==> src/rtl/mc_ctrl_pkg.sv <==
// Shared types and constants for the multi-cycle RV32I control sequencer.
package mc_ctrl_pkg;

  typedef enum logic [2:0] {
    S_FETCH, S_DECODE, S_EXEC, S_MEM, S_WB, S_TRAP
  } state_e;

  localparam logic [6:0] OP_R      = 7'b0110011;
  localparam logic [6:0] OP_IALU   = 7'b0010011;
  localparam logic [6:0] OP_LOAD   = 7'b0000011;
  localparam logic [6:0] OP_STORE  = 7'b0100011;
  localparam logic [6:0] OP_BRANCH = 7'b1100011;

  typedef enum logic [2:0] {
    EXT_NONE = 3'b000,
    EXT_S    = 3'b001,
    EXT_I    = 3'b010,
    EXT_B    = 3'b100
  } ext_op_e;

  typedef enum logic [3:0] {
    ALU_ADD  = 4'd0, ALU_SUB = 4'd1, ALU_AND = 4'd2, ALU_OR  = 4'd3,
    ALU_XOR  = 4'd4, ALU_SLL = 4'd5, ALU_SRL = 4'd6, ALU_SRA = 4'd7,
    ALU_SLT  = 4'd8, ALU_SLTU = 4'd9
  } alu_op_e;

  typedef enum logic [1:0] {
    CAUSE_NONE    = 2'd0,
    CAUSE_ILLEGAL = 2'd1,
    CAUSE_TIMEOUT = 2'd2
  } cause_e;

  function automatic logic op_legal(input logic [6:0] op);
    return (op == OP_R) || (op == OP_IALU) || (op == OP_LOAD) ||
           (op == OP_STORE) || (op == OP_BRANCH);
  endfunction

  // Immediate format implied by the opcode; R-type and unknowns need none.
  function automatic ext_op_e ext_of(input logic [6:0] op);
    case (op)
      OP_IALU, OP_LOAD: return EXT_I;
      OP_STORE:         return EXT_S;
      OP_BRANCH:        return EXT_B;
      default:          return EXT_NONE;
    endcase
  endfunction

endpackage

==> src/rtl/mc_ctrl_if.sv <==
// Datapath/memory side of the sequencer: decode fields in, strobes out.
interface mc_ctrl_if;
  logic [6:0]  opcode;
  logic [2:0]  funct3;
  logic        funct7_5;
  logic        alu_zero;
  logic        mem_ready;
  logic        mem_req;
  logic        mem_sel;
  logic        mem_we;
  logic        ir_we;
  logic        pc_we;
  logic        pc_sel;
  logic        ab_we;
  logic        aluout_we;
  logic        mdr_we;
  logic        rf_we;
  logic        wd_sel;
  logic        alu_src_b;
  logic [3:0]  alu_op;
  logic [2:0]  ext_op;
  logic        trap;
  logic [1:0]  trap_cause;
  logic [31:0] instret;

  modport master (
    input  opcode, funct3, funct7_5, alu_zero, mem_ready,
    output mem_req, mem_sel, mem_we, ir_we, pc_we, pc_sel, ab_we, aluout_we,
           mdr_we, rf_we, wd_sel, alu_src_b, alu_op, ext_op, trap, trap_cause,
           instret
  );

  modport slave (
    output opcode, funct3, funct7_5, alu_zero, mem_ready,
    input  mem_req, mem_sel, mem_we, ir_we, pc_we, pc_sel, ab_we, aluout_we,
           mdr_we, rf_we, wd_sel, alu_src_b, alu_op, ext_op, trap, trap_cause,
           instret
  );
endinterface

==> src/rtl/mc_alu_dec.sv <==
// ALU operation decode from opcode/funct3/funct7_5; flags reserved branch funct3.
module mc_alu_dec
  import mc_ctrl_pkg::*;
(
  input  logic [6:0] opcode,
  input  logic [2:0] funct3,
  input  logic       funct7_5,
  output alu_op_e    alu_op,
  output logic       br_bad
);

  // R and I-ALU share the funct3 map; only R-type may select SUB.
  always_comb begin
    alu_op = ALU_ADD;
    br_bad = 1'b0;
    case (opcode)
      OP_R, OP_IALU: begin
        case (funct3)
          3'b000: alu_op = (opcode == OP_R && funct7_5) ? ALU_SUB : ALU_ADD;
          3'b001: alu_op = ALU_SLL;
          3'b010: alu_op = ALU_SLT;
          3'b011: alu_op = ALU_SLTU;
          3'b100: alu_op = ALU_XOR;
          3'b101: alu_op = funct7_5 ? ALU_SRA : ALU_SRL;
          3'b110: alu_op = ALU_OR;
          3'b111: alu_op = ALU_AND;
          default: alu_op = ALU_ADD;
        endcase
      end
      OP_BRANCH: begin
        case (funct3)
          3'b000, 3'b001: alu_op = ALU_SUB;
          3'b100, 3'b101: alu_op = ALU_SLT;
          3'b110, 3'b111: alu_op = ALU_SLTU;
          default:        br_bad = 1'b1;
        endcase
      end
      default: alu_op = ALU_ADD;
    endcase
  end

endmodule

==> src/rtl/mc_ctrl.sv <==
// Multi-cycle FETCH/DECODE/EXEC/MEM/WB sequencer with memory timeout trap
// and retired-instruction counter.
module mc_ctrl
  import mc_ctrl_pkg::*;
#(
  parameter int unsigned TIMEOUT = 255
) (
  input logic        clk,
  input logic        rstn,
  mc_ctrl_if.master  bus
);

  state_e      state, state_nx;
  logic [15:0] wait_cnt;
  logic [31:0] instret_q;
  logic        trap_q;
  cause_e      cause_q, cause_nx;
  logic        go_trap, retire;

  logic        ir_we, pc_we, pc_sel, ab_we, aluout_we, mdr_we, rf_we, wd_sel;
  logic        alu_src_b;
  alu_op_e     alu_op, dec_op;
  logic        br_bad, taken, req_st, timeout_hit;
  logic        is_r, is_load, is_store, is_branch;

  mc_alu_dec u_dec (
    .opcode   (bus.opcode),
    .funct3   (bus.funct3),
    .funct7_5 (bus.funct7_5),
    .alu_op   (dec_op),
    .br_bad   (br_bad)
  );

  assign is_r      = (bus.opcode == OP_R);
  assign is_load   = (bus.opcode == OP_LOAD);
  assign is_store  = (bus.opcode == OP_STORE);
  assign is_branch = (bus.opcode == OP_BRANCH);

  // beq/bge/bgeu take on zero; bne/blt/bltu take on non-zero.
  assign taken = (bus.funct3[2] ^ bus.funct3[0]) ? !bus.alu_zero : bus.alu_zero;

  // Request strobes come from registered state only; reset kills them at once.
  assign req_st      = (state == S_FETCH) || (state == S_MEM);
  assign bus.mem_req = rstn & req_st;
  assign bus.mem_sel = (state == S_MEM);
  assign bus.mem_we  = rstn & (state == S_MEM) & is_store;

  // Last permitted wait cycle with no ready: ready in that cycle still wins.
  assign timeout_hit = req_st && !bus.mem_ready && (wait_cnt == 16'(TIMEOUT - 1));

  // Next-state and per-state strobes.
  always_comb begin
    state_nx  = state;
    ir_we     = 1'b0;
    pc_we     = 1'b0;
    pc_sel    = 1'b0;
    ab_we     = 1'b0;
    aluout_we = 1'b0;
    mdr_we    = 1'b0;
    rf_we     = 1'b0;
    wd_sel    = 1'b0;
    alu_src_b = 1'b0;
    alu_op    = ALU_ADD;
    retire    = 1'b0;
    go_trap   = 1'b0;
    cause_nx  = CAUSE_NONE;
    case (state)
      S_FETCH: begin
        if (bus.mem_ready) begin
          ir_we    = 1'b1;
          pc_we    = 1'b1;
          state_nx = S_DECODE;
        end else if (timeout_hit) begin
          go_trap  = 1'b1;
          cause_nx = CAUSE_TIMEOUT;
        end
      end
      S_DECODE: begin
        ab_we = 1'b1;
        if (!op_legal(bus.opcode)) begin
          go_trap  = 1'b1;
          cause_nx = CAUSE_ILLEGAL;
        end else begin
          state_nx = S_EXEC;
        end
      end
      S_EXEC: begin
        aluout_we = 1'b1;
        alu_op    = dec_op;
        alu_src_b = !(is_r || is_branch);
        if (is_branch) begin
          if (br_bad) begin
            go_trap  = 1'b1;
            cause_nx = CAUSE_ILLEGAL;
          end else begin
            pc_we    = taken;
            pc_sel   = taken;
            retire   = 1'b1;
            state_nx = S_FETCH;
          end
        end else if (is_load || is_store) begin
          state_nx = S_MEM;
        end else begin
          state_nx = S_WB;
        end
      end
      S_MEM: begin
        if (bus.mem_ready) begin
          if (is_store) begin
            retire   = 1'b1;
            state_nx = S_FETCH;
          end else begin
            mdr_we   = 1'b1;
            state_nx = S_WB;
          end
        end else if (timeout_hit) begin
          go_trap  = 1'b1;
          cause_nx = CAUSE_TIMEOUT;
        end
      end
      S_WB: begin
        rf_we    = 1'b1;
        wd_sel   = is_load;
        retire   = 1'b1;
        state_nx = S_FETCH;
      end
      S_TRAP:  state_nx = S_TRAP;
      default: state_nx = S_FETCH;
    endcase
    if (go_trap) state_nx = S_TRAP;
  end

  // State register.
  always_ff @(posedge clk or negedge rstn) begin
    if (!rstn) state <= S_FETCH;
    else       state <= state_nx;
  end

  // Wait counter: runs while a request is unanswered, otherwise held at zero.
  always_ff @(posedge clk or negedge rstn) begin
    if (!rstn)                          wait_cnt <= '0;
    else if (req_st && !bus.mem_ready)  wait_cnt <= wait_cnt + 16'd1;
    else                                wait_cnt <= '0;
  end

  // Sticky trap flag and cause.
  always_ff @(posedge clk or negedge rstn) begin
    if (!rstn) begin
      trap_q  <= 1'b0;
      cause_q <= CAUSE_NONE;
    end else if (go_trap) begin
      trap_q  <= 1'b1;
      cause_q <= cause_nx;
    end
  end

  // Retired-instruction counter, wraps naturally.
  always_ff @(posedge clk or negedge rstn) begin
    if (!rstn)       instret_q <= '0;
    else if (retire) instret_q <= instret_q + 32'd1;
  end

  assign bus.ir_we      = ir_we;
  assign bus.pc_we      = pc_we;
  assign bus.pc_sel     = pc_sel;
  assign bus.ab_we      = ab_we;
  assign bus.aluout_we  = aluout_we;
  assign bus.mdr_we     = mdr_we;
  assign bus.rf_we      = rf_we;
  assign bus.wd_sel     = wd_sel;
  assign bus.alu_src_b  = alu_src_b;
  assign bus.alu_op     = alu_op;
  assign bus.ext_op     = (state == S_FETCH || state == S_TRAP) ? EXT_NONE
                                                                : ext_of(bus.opcode);
  assign bus.trap       = trap_q;
  assign bus.trap_cause = cause_q;
  assign bus.instret    = instret_q;

endmodule

==> src/flat_wrapper.sv <==
// flat-port wrapper written by rule: the top's interface ports become plain ports
module mc_ctrl_flat import mc_ctrl_pkg::*;
#(
  parameter int unsigned TIMEOUT = 255
)
  (clk, rstn, bus_opcode, bus_funct3, bus_funct7_5, bus_alu_zero, bus_mem_ready, bus_mem_req, bus_mem_sel, bus_mem_we, bus_ir_we, bus_pc_we, bus_pc_sel, bus_ab_we, bus_aluout_we, bus_mdr_we, bus_rf_we, bus_wd_sel, bus_alu_src_b, bus_alu_op, bus_ext_op, bus_trap, bus_trap_cause, bus_instret);
  mc_ctrl_if bus_i ();
  input logic clk;
  input logic rstn;
  input wire logic [$bits(bus_i.opcode)-1:0] bus_opcode;
  input wire logic [$bits(bus_i.funct3)-1:0] bus_funct3;
  input wire logic [$bits(bus_i.funct7_5)-1:0] bus_funct7_5;
  input wire logic [$bits(bus_i.alu_zero)-1:0] bus_alu_zero;
  input wire logic [$bits(bus_i.mem_ready)-1:0] bus_mem_ready;
  output wire logic [$bits(bus_i.mem_req)-1:0] bus_mem_req;
  output wire logic [$bits(bus_i.mem_sel)-1:0] bus_mem_sel;
  output wire logic [$bits(bus_i.mem_we)-1:0] bus_mem_we;
  output wire logic [$bits(bus_i.ir_we)-1:0] bus_ir_we;
  output wire logic [$bits(bus_i.pc_we)-1:0] bus_pc_we;
  output wire logic [$bits(bus_i.pc_sel)-1:0] bus_pc_sel;
  output wire logic [$bits(bus_i.ab_we)-1:0] bus_ab_we;
  output wire logic [$bits(bus_i.aluout_we)-1:0] bus_aluout_we;
  output wire logic [$bits(bus_i.mdr_we)-1:0] bus_mdr_we;
  output wire logic [$bits(bus_i.rf_we)-1:0] bus_rf_we;
  output wire logic [$bits(bus_i.wd_sel)-1:0] bus_wd_sel;
  output wire logic [$bits(bus_i.alu_src_b)-1:0] bus_alu_src_b;
  output wire logic [$bits(bus_i.alu_op)-1:0] bus_alu_op;
  output wire logic [$bits(bus_i.ext_op)-1:0] bus_ext_op;
  output wire logic [$bits(bus_i.trap)-1:0] bus_trap;
  output wire logic [$bits(bus_i.trap_cause)-1:0] bus_trap_cause;
  output wire logic [$bits(bus_i.instret)-1:0] bus_instret;
  assign bus_i.opcode = bus_opcode;
  assign bus_i.funct3 = bus_funct3;
  assign bus_i.funct7_5 = bus_funct7_5;
  assign bus_i.alu_zero = bus_alu_zero;
  assign bus_i.mem_ready = bus_mem_ready;
  assign bus_mem_req = bus_i.mem_req;
  assign bus_mem_sel = bus_i.mem_sel;
  assign bus_mem_we = bus_i.mem_we;
  assign bus_ir_we = bus_i.ir_we;
  assign bus_pc_we = bus_i.pc_we;
  assign bus_pc_sel = bus_i.pc_sel;
  assign bus_ab_we = bus_i.ab_we;
  assign bus_aluout_we = bus_i.aluout_we;
  assign bus_mdr_we = bus_i.mdr_we;
  assign bus_rf_we = bus_i.rf_we;
  assign bus_wd_sel = bus_i.wd_sel;
  assign bus_alu_src_b = bus_i.alu_src_b;
  assign bus_alu_op = bus_i.alu_op;
  assign bus_ext_op = bus_i.ext_op;
  assign bus_trap = bus_i.trap;
  assign bus_trap_cause = bus_i.trap_cause;
  assign bus_instret = bus_i.instret;
  mc_ctrl #(.TIMEOUT(TIMEOUT)) u_core (.clk(clk), .rstn(rstn), .bus(bus_i));
endmodule
==> config.mk <==
export PLATFORM = sky130hd
export DESIGN_NAME = mc_ctrl_flat
export DESIGN_NICKNAME = d
export VERILOG_FILES = /design/src/rtl/mc_ctrl_pkg.sv /design/src/rtl/mc_ctrl_if.sv /design/src/rtl/mc_alu_dec.sv /design/src/rtl/mc_ctrl.sv /design/src/flat_wrapper.sv
export SDC_FILE = /design/constraint.sdc
export NUM_CORES = 1
export LEC_CHECK = 0
export BUFFER_PORTS_ARGS = -buffer_cell sky130_fd_sc_hd__buf_2
export CAP_MARGIN = 30
export CELL_PAD_IN_SITES_DETAIL_PLACEMENT = 0
export CELL_PAD_IN_SITES_GLOBAL_PLACEMENT = 1
export CORE_ASPECT_RATIO = 0.8
export CORE_MARGIN = 5
export CORE_UTILIZATION = 45
export CTS_CLUSTER_DIAMETER = 150
export DETAILED_ROUTE_END_ITERATION = 7
export PLACE_DENSITY = 0.83
export RECOVER_POWER = 25
export SYNTH_ARGS = -nofsm -noshare
export SYNTH_HDL_FRONTEND = slang
export SYNTH_SLANG_ARGS = --single-unit
==> constraint.sdc <==
create_clock -name clk -period 6.7 [get_ports clk]
set_input_delay 2.01 -clock clk [delete_from_list [all_inputs] [get_ports clk]]
set_output_delay 2.01 -clock clk [all_outputs]
set_load 0.005 [all_outputs]
======== Yosys cells after proc, flatten, opt, wreduce, memory -nomap -nowiden ========
Index checks and enable logic that the tools add are counted.
operators by class
  bitwise operators ....................... 4
  equality and inequality tests ........... 22
  reduce and logical (&&, ||, !) cells .... 24
  add/subtract/negate cells ............... 2
  multiplexer cells ....................... 52
operator list
  operator                                                count
  adder 32 x 1 -> 32 bit (second input constant)          1
  one-hot mux 4 bit (8 select lines)                      1
  2-to-1 mux 1 bit                                        29
  2-to-1 mux 3 bit                                        9
  equality test 3 bit (second input constant)             6
  adder 16 x 1 -> 16 bit (second input constant)          1
  equality test 16 x 8 -> 1 bit (second input constant)   1
  2-to-1 mux 16 bit                                       1
  one-hot mux 3 bit (5 select lines)                      1
  equality test 7 x 6 -> 1 bit (second input constant)    2
  equality test 3 x 2 -> 1 bit (second input constant)    4
  one-hot mux 4 bit (3 select lines)                      1
  OR reduction 2 bit                                      6
  one-hot mux 3 bit (3 select lines)                      1
  logical OR 1 bit                                        8
  one-hot mux 4 bit (2 select lines)                      1
  equality test 7 x 2 -> 1 bit (second input constant)    1
  equality test 7 x 5 -> 1 bit (second input constant)    1
  equality test 7 bit (second input constant)             1
  equality test 3 x 1 -> 1 bit (second input constant)    2
  zero test 3 bit                                         2
  2-to-1 mux 2 bit                                        3
  inequality test 3 x 2 -> 1 bit (second input constant)  2
  one-hot mux 1 bit (3 select lines)                      2
  11 further kinds                                        17
storage, ports and cells
  flip-flop bits (word level) ............. 54
  output and inout bits ................... 54
  word-level logic and storage cells ...... 109

======== Longest topological paths before layout ========
  depth in word-level cells ............... 9
  gate-level depth with buffers ........... 6
  depth with buffers taken out ............ 6

======== Hierarchy ========
From an unflattened synthesis, not the netlist that was laid out.
second synthesis, totals
  cells, all modules ...................... 314
  area total of the unflattened synthesis .. 3158.0 sq um
by module, submodules not included
  module      cells each  seq. area each (sq um)  instances  area each (sq um)
  mc_ctrl     294         1351.3                  1          3016.6
  mc_alu_dec  20          0.0                     1          141.4

======== Least setup slack after synthesis ========
No wires, ideal clock.
  path type ............................... input port to output port
  start point ............................. input bus_opcode[6]
  end point ............................... output bus_pc_we
  required time ........................... 4690 ps
  buffers on the path ..................... 1
  path slack .............................. 1447 ps
  stages on the path ...................... 5
  arrival ................................. 3243 ps
  cells stage by stage .................... clkbuf_1 nand3b_1 or4_1 nor2_1 or2_1
between the ends
  longest elaborated chain between the ends .. 5
ends and longest elaborated chain
  item                                    RTL line                         source
  start, declared                         flat_wrapper.sv:10               input wire logic [$bits(bus_i.opcode)-1:0] bus_opcode;
  equality test 7 bit (*)                 mc_alu_dec.sv:16, mc_ctrl.sv:37
  2-to-1 mux 1 bit                        mc_alu_dec.sv:16                 case (opcode)
  2-to-1 mux 1 bit                        mc_ctrl.sv:92                    if (br_bad) begin
  2-to-1 mux 1 bit (*)                    mc_ctrl.sv:91                    if (is_branch) begin
  one-hot mux 1 bit (2 select lines) (*)  mc_ctrl.sv:67                    case (state)
  end, declared                           flat_wrapper.sv:19               output wire logic [$bits(bus_i.pc_we)-1:0] bus_pc_we;
Mark *: on every way between the ends. The rest lies on a longest branch, timed or not.

======== Final worst setup path ========
  start point ............................. input bus_opcode[2]
  end point ............................... output bus_pc_we
The elaborated chain is that of the path after synthesis.

==> key figures <==
Run status
  – Outcome: finished, violations left
  – Failing checks: capacitance limit, slew limit

Critical path
  – Required time of the worst setup path: 4690 ps
  – Crit path max fanout: 10
  – Worst EP arrival: 3410 ps
  – CP startpoint kind: input port
  – CP Capture Type: primary output
  – Crit Path Class: in2out

Job
  – Max-cap viol count: 1

STA
  – Final hold violations: 0
  – Final setup viols: 0
  – RSZ-0062 raised after global routing: no
  – Setup TNS: 0 ps
  – Period utilization: 80.88%
  – Least-Margin Pin Slew: 2578 ps
  – Final Skew: 7.719 ps
  – Max_slew headroom: -71.84%
  – Max Slew Vio Count: 50
  – Min Tclk post-route: 5419 ps
  – Min Hold Slack: 476.9 ps
  – F_max: 0.1845 GHz

Placement
  – Post-place instance area: 0.003591 mm^2
  – DP Wirelength: 5.955 mm
  – Placed cells: 457
  – GP Congestion: 0.8653
  – Port buffer count: 68

Yosys
  – Top_reg_cell synth: dfrtp_1
  – Post-synthesis cell type count: 56
  – Share of flip-flops with an asynchronous set or reset: 100.0%
  – EDFF count, synth: 0
  – Most area-consuming cells after synthesis: dfrtp_1 (43%), xor2_1 (6.1%), xnor2_1 (5.5%)
  – Gate Count Post-Synth: 314
  – Syn_area_per_cell: 10.11 um^2
  – Ys Warns: 0
  – Largest area contributor in the netlist: dfrtp_1
  – Seq/Total Area, Yosys: 42.59%
  – #FFs+latches synth: 54
  – Net count after synthesis: 333
  – Area share of the leading cell type in the synthesized netlist: 42.59%
  – Post-synth design cell area: 0.003173 mm^2

Global route
  – Initial antenna violation count: 0
  – Total gr overflow: 0
  – Vias in the first global route: 2619
  – First-pass GRT wire length: 13.55 mm
  – Largest net degree at the start of global routing: 50
  – GR Util All Layers: 18.43%

Layout
  – Ratio of cells with drive above 1 in the final layout: 24.60%
  – Final cell count without fillers: 465
  – Final-layout fill cell count: 644
  – Final Net Count: 396
  – Antenna Cells: 0
  – Fin area: 0.003704 mm^2
  – Area of the multi-input gates: 0.001742 mm^2
  – Area Overhead vs Synth: 16.72%
  – Sequential cell area: 0.001351 mm^2
  – Final core utilization: 54.00%

Drt
  – Vias per Instance: 6.110
  – DR pass1 iterations: 5
  – Post-DRT Antenna Nets: 0
  – Post-Route WL: 8.140 mm
  – Drt wl/cell: 17.51 um
  – Vias: 2841
  – DR iter-0 viols: 158
  – Drt drc: 0

Die
  – Die Wd: 103.9 um
  – Full die area: 0.008841 mm^2
  – I/O pins: 69
  – Chip height: 85.11 um
  – Initial Util: 46.27%
  – Core footprint: 0.006858 mm^2
  – # rows: 27

Pwr
  – LEAKAGE: 1.486 nW
  – Comb power frac: 27.9%
  – Peak supply drop: 0.0001788 V
  – Sw frac: 36.22%
  – Net switching power: 321.2 uW
  – Seq pwr share: 45.9%
  – Cell-internal power: 565.6 uW
  – Cell area power density: 239.5 mW/mm^2
  – Clock share of power: 26.3%

Clock tree
  – Clock transition at path regs: 110 ps
  – H-tree lvl count: 2
  – Hold_buf cts: 0
  – CTS root buf: clkbuf_8
  – CTS buffer count: 5
  – Deepest clock path buffer count: 2
  – Post-cts resize count: 0
  – Post-CTS Setup Repair Bufs: 0
  – Clk sinks: 54
  – Clock latency on the worst-skew pair: 310 ps
  – TritonCTS clock tree: done

Min path
  – Hold/Removal Path Class: reg2reg
cell families (layout without fill, tap and decap cells):
family	Yosys count	count (layout)	synth area share, %
adders and majority gates	4	4	1.577
AOI/OAI and AO/OA	55	55	16.05
muxes	2	2	0.6703
DFF	54	54	42.59
xor gates and xnor gates	42	42	11.59
and+or+nand+nor	136	136	24.80
buffers and inverters	21	85	2.721
metrics by stage:
step	power, mW	worst slack [ps]
floorplan	0.5707	1447
global placement	0.6567	1301
detailed placement	0.6612	1276
CTS	0.8945	1270
global route	0.9406	1171
finish	0.8869	1281
registers in the layout (all words and copies together) (netlist names):
name                   count
u_core.bus.instret        32
u_core.state               3
u_core.wait_cnt           16
u_core.bus.trap_cause      2
u_core.bus.trap            1
critical path: stages:
cell and delay (ps):
buf_2 110, nand4bb_1 180, buf_4 190, or4_1 540, nor2_1 160, or2_1 110
buf_2 100
placed cells by master (no fill, tap or decap), types with 3 or more instances in the layout:
cell,n
xor2_1,22
and2_1,3
a2111oi_2,9
inv_1,3
nor4_1,5
buf_2,67
or4_1,7
buf_4,3
nand2b_1,3
and3_1,10
a2111oi_1,3
dfrtp_1,54
nand2_1,16
nand3_1,16
o21ai_1,4
nor2b_1,6
and4_1,7
clkbuf_8,5
a21oi_1,6
o211ai_1,5
nand4_1,19
nor2_1,19
nor3_1,9
o2111ai_1,11
ha_1,4
xnor2_1,20
per-layer routing:
metal,GRT usage (%),routed length (um),vias to the layer above
met5,0,0,-
met4,5.647,122,0
met3,3.802,555,10
met2,25.98,3475,111
met1,28.20,3987,1398
li1,-,-,1322
path summary, 6_finish.rpt:
check	startpoint	end	slack [ps]	cells after the start
worst min-delay path	u_core.bus.instret[31]$_DFFE_PN0P_	u_core.bus.instret[31]$_DFFE_PN0P_	480	1
min in group asynchronous	rstn	u_core.bus.trap$_DFFE_PN0P_	1600	1
max in group asynchronous	rstn	u_core.bus.instret[23]$_DFFE_PN0P_	2330	2
worst min register to register	u_core.bus.instret[31]$_DFFE_PN0P_	u_core.bus.instret[31]$_DFFE_PN0P_	480	1
worst max-delay path	bus_opcode[2]	bus_pc_we	1280	7
worst max register to register	u_core.state[2]$_DFFE_PN0P_	u_core.bus.instret[1]$_DFFE_PN0P_	3970	4
power by group through the flow:
stage	Combinational (mW)	Sequential, mW	Clock, mW
global placement	0.247	0.410	0
floorplan	0.174	0.396	0
finish	0.247	0.407	0.233
detailed placement	0.250	0.411	0
global route	0.276	0.415	0.250
CTS	0.250	0.406	0.239
cells in the mapped netlist, types with 7 or more instances:
library cell / instances
dfrtp_1: 54
xor2_1: 22
xnor2_1: 20
nand4_1: 19
nor2_1: 19
nand2_1: 16
nand3_1: 16
o2111ai_1: 11
and3_1: 10
a2111oi_2: 9
clkbuf_1: 9
nor3_1: 9
and4_1: 7
or4_1: 7
final cells by class:
cell class	count	area share (%)
Multi-Input combinational cell	239	47.03
Sequential cell	54	36.49
Timing Repair Buffer	72	9.865
Tap cell	87	2.939
Clock buffer	5	1.858
Clock inverter	3	1.318
Inverter	5	0.5068
No activity file was read; power rests on OpenSTA's default activity.
